===== config.mk =====
export PLATFORM = sky130hd
export DESIGN_NAME = systolic_skew_feeder
export DESIGN_NICKNAME = d
export VERILOG_FILES = /design/src/rtl/systolic_skew_feeder.sv
export SDC_FILE = /design/constraint.sdc
export NUM_CORES = 1
export LEC_CHECK = 0
export CAP_MARGIN = 20
export CORE_ASPECT_RATIO = 1.25
export CORE_MARGIN = 8
export CORE_UTILIZATION = 52
export CTS_BUF_LIST = sky130_fd_sc_hd__clkbuf_8
export DETAILED_ROUTE_END_ITERATION = 8
export HOLD_SLACK_MARGIN = 0.03
export PLACE_DENSITY_LB_ADDON = 0.08
export SYNTH_ARGS = -nofsm -noshare
export SYNTH_HDL_FRONTEND = slang
export SYNTH_SLANG_ARGS = --single-unit

===== constraint.sdc =====
create_clock -name clk -period 4.6 [get_ports clk]
set_input_delay 1.15 -clock clk [delete_from_list [all_inputs] [get_ports clk]]
set_output_delay 1.15 -clock clk [all_outputs]
set_load 0.02 [all_outputs]

===== src/rtl/systolic_skew_feeder.sv =====
// Edge feeder for the systolic PE array: skews an N-lane operand vector so lane i lags by i
// cycles, zero-fills empty slots and tags the last beat of each stream with a done pulse.
module systolic_skew_feeder #(
    parameter int unsigned N  = 4,
    parameter int unsigned DW = 8,
    parameter int unsigned CW = 16
) (
    input  logic            clk,
    input  logic            rst_n,
    input  logic            abort,
    input  logic            in_valid,
    output logic            in_ready,
    input  logic [N*DW-1:0] in_data,
    input  logic            in_last,
    output logic [N*DW-1:0] lane_out,
    output logic [N-1:0]    lane_valid,
    output logic            busy,
    output logic            done,
    output logic [CW-1:0]   beat_count
);

    typedef enum logic [1:0] {StIdle, StStream, StDrain} state_e;

    state_e        state_q;
    logic [CW-1:0] beat_count_q;
    logic [N-1:0]  tag_q;
    logic          accept;

    assign in_ready = (state_q != StDrain) && !abort;
    assign accept   = in_valid && in_ready;

    // Lane i is a chain of i+1 registers; bubbles enter as zero data so invalid slots read 0.
    for (genvar i = 0; i < N; i++) begin : g_lane
        logic [DW-1:0] data_q [i+1];
        logic          vld_q  [i+1];

        always_ff @(posedge clk or negedge rst_n) begin
            if (!rst_n) begin
                for (int s = 0; s <= i; s++) begin
                    data_q[s] <= '0;
                    vld_q[s]  <= 1'b0;
                end
            end else if (abort) begin
                for (int s = 0; s <= i; s++) begin
                    data_q[s] <= '0;
                    vld_q[s]  <= 1'b0;
                end
            end else begin
                data_q[0] <= accept ? in_data[i*DW +: DW] : '0;
                vld_q[0]  <= accept;
                for (int s = 1; s <= i; s++) begin
                    data_q[s] <= data_q[s-1];
                    vld_q[s]  <= vld_q[s-1];
                end
            end
        end

        assign lane_out[i*DW +: DW] = data_q[i];
        assign lane_valid[i]        = vld_q[i];
    end

    // Last-beat tag rides alongside lane N-1, so it emerges with that lane's final element.
    always_ff @(posedge clk or negedge rst_n) begin
        if (!rst_n) begin
            tag_q <= '0;
        end else if (abort) begin
            tag_q <= '0;
        end else begin
            tag_q[0] <= accept && in_last;
            for (int s = 1; s < int'(N); s++) begin
                tag_q[s] <= tag_q[s-1];
            end
        end
    end

    assign done = tag_q[N-1];

    always_ff @(posedge clk or negedge rst_n) begin
        if (!rst_n) begin
            state_q      <= StIdle;
            beat_count_q <= '0;
        end else if (abort) begin
            state_q <= StIdle;
        end else begin
            if (accept) begin
                if (state_q == StIdle) begin
                    beat_count_q <= CW'(1);
                end else if (beat_count_q != '1) begin
                    beat_count_q <= beat_count_q + CW'(1);
                end
            end
            unique case (state_q)
                StIdle: begin
                    if (accept) begin
                        state_q <= in_last ? StDrain : StStream;
                    end
                end
                StStream: begin
                    if (accept && in_last) begin
                        state_q <= StDrain;
                    end
                end
                StDrain: begin
                    if (done) begin
                        state_q <= StIdle;
                    end
                end
                default: state_q <= StIdle;
            endcase
        end
    end

    assign busy       = (state_q != StIdle);
    assign beat_count = beat_count_q;

endmodule


==> run metrics <==
post-route setup TNS 0 ns; Chip Width 95.19 um; Root Driver clkbuf_8; final layout net count 430; Initial DRC Count 89; Syn. warnings 0; status completed; FF+latch area 2653 um^2; commonest non-fill, non-tap cell in the layout dfrtp_1; Final min period 3.378 ns; global-route wire length before repair 11.79 mm; port bufs 91; GP Congestion 0.7890; fin crit share 0.7342; Critical Path RT 3.45 ns; Hold Crit Class flop to flop; via count 2,484; Yosys cell types 44; largest net degree at the start of global routing 82; Mapped Nets 363; leakage power 2.289 nW; mean post-synth cell area 12.54 um^2; num rows 36; CP Class flop to primary output; PostCTS Resize Cnt 0; PwrDens 344.6 nW/um^2; CTS tree done; hpwl dp 4.933 mm; clock buffer depth 2; max cap viols 0; Hold Slack 0.4562 ns; GRT overflow 0; H-tree depth 3; area of the multi-input gates 1150 um^2; Wirelength per Cell 14.94 um; total power 1.739 mW; # Post-CTS Setup Buffers 0; FILL cells 593; CP endpoint kind primary output; initial core utilization 0.5292; WL final 7.352 mm; Setup Skew 0.01326 ns; RSZ-0062 raised after global routing no; DR vias/cell 5.049; post-route cell area 5045 um^2; core outline area 7702 um^2; register bit total from synthesis 106; Ant. Diodes 0; Fmax achieved 296.1 MHz; crit path DAT 2.23 ns; layout cells sized above 1 0.07305; Hold Buf Count CTS 0; Peak VDD IR 0.0002591 V; Overall Global Routing Usage 0.1393; CTS buffer count 9; Die Height 115.0 um; DP Area 4866 um^2; First-pass DRT Iterations 4; CP peak stage delay 0.63 ns; # IOs 92; antenna violations before repair 0; worst-path cell chain nor2_1 > inv_1 > clkdlybuf4s50_1; Post-Synthesis Cells 325; Critical Path Source Type flop; final hold vios 0; drt drc 0; CTS Sinks 106; Final Setup Violations 0; cell area after synthesis 4076 um^2; Slew @ Worst Pin 0.9745 ns; commonest cells after routing, fill and taps aside 106 x dfrtp_1, 89 x clkdlybuf4s50_1, 55 x nor2b_1; Clk Latency, worst-skew pair 0.36 ns; Area Overhead vs Synth 23.76%; die area 10,950 um^2; post-synthesis sequential area ratio 0.6507; vias in the first global route 2,396; post-route ant nets 0; Worst slew margin 0.3504; fin. max-slew vios 0; crit-path max FO 11; Clock transition at path regs 0.10 ns; slowest cell on the critical path clkdlybuf4s50_1
-- final cells by class --
class                           instances  area share
Timing Repair Buffer                   94      0.1835
Multi-Input combinational cell        176      0.2279
Clock inverter                          7     0.01091
Inverter                                5    0.003720
Sequential cell                       106      0.5258
Tap cell                               95     0.02356
Clock buffer                            9     0.02455
-- metal layers --
metal / global-route usage / share of wire
met1: 0.1731 / 0.43
met2: 0.2132 / 0.48
met3: 0.04964 / 0.076
met4: 0.06054 / 0.012
met5: 0 / 0
-- state kept, by name (all words and copies together), names as in the netlist --
signal,count
beat_count,16
state_q,2
tag_q,4
g_lane.vld_q,1
lane_out,24
g_lane.data_q,56
lane_valid,3
-- Yosys cell counts, drive strengths merged --
master	instances	area (um^2)
and2	33	206.5
dfrtp	106	2653
nand3	5	25.02
nand4	5	46.29
inv	5	18.77
o31a	1	10.01
o211ai	2	15.01
nor4	5	46.29
mux2i	1	10.01
or2b	1	8.760
a21oi	7	35.03
and4	1	10.01
o22a	6	52.55
o21ai	10	61.31
a41oi	1	8.760
nand3b	2	15.01
o2bb2ai	1	8.760
ha	1	12.51
a2111oi	1	8.760
nor2b	55	344.1
a22o	2	17.52
nor2	6	22.52
a31oi	1	6.260
and3	1	6.260
a31o	1	8.760
a211o	1	8.760
clkbuf	11	51.30
nor3b	2	20.02
o221ai	1	8.760
or3	2	13.77
or4	1	7.510
buf	27	210.2
nand2	9	33.78
o31ai	2	15.01
nor3	8	40.04
a21bo	1	10.01
-- worst max-delay path, delay by kind of cell, from the launching register on --
kind	cells	cell delay [ns]
simple gates	1	0.48
flops	1	0.42
buf+inv	2	0.97
-- power breakdown --
part	switching [mW]	leakage [nW]	internal [mW]
logic	0.114	0.742	0.108
registers	0.0317	1.45	0.970
clock network	0.311	0.0969	0.203
total	0.457	2.29	1.28
-- logic make-up (layout without fill, tap and decap cells) --
family	Yosys count	count (layout)	share of synthesized area
adder cells (fa/ha/maj)	1	1	0.003069
AO/OA/AOI/OAI	38	38	0.06753
multiplexers	1	1	0.002456
buffers and inverters	43	115	0.06875
AND/OR/NAND/NOR	136	136	0.2075
flip-flops	106	106	0.6507
-- path summary, 6_finish.rpt --
kind | depth (start not counted) | start | slack [ns] | endpoint
max reg2reg | 5 | state_q[1]$_DFFE_PN0P_ | 2.45 | beat_count[8]$_DFFE_PN0P_
min in group asynchronous | 1 | rst_n | 0.93 | lane_out[30]$_DFF_PN0_
min reg2reg | 1 | g_lane[2].data_q[11]$_DFF_PN0_ | 0.46 | lane_out[19]$_DFF_PN0_
min | 1 | g_lane[2].data_q[11]$_DFF_PN0_ | 0.46 | lane_out[19]$_DFF_PN0_
max | 3 | state_q[1]$_DFFE_PN0P_ | 1.22 | busy
max in group asynchronous | 2 | rst_n | 2.73 | lane_out[10]$_DFF_PN0_
-- stage by stage --
stage | utilization | instances | worst slack (ns)
3_3_place_gp | 0.6317 | 476 | 1.500
4_1_cts | 0.6550 | 492 | 1.221
2_1_floorplan | - | 325 | 1.805
3_5_place_dp | 0.6317 | 476 | 1.494
5_1_grt | 0.6550 | 492 | 1.110
6_report | 0.6550 | 492 | 1.222
(Power assumes the default switching activity.)
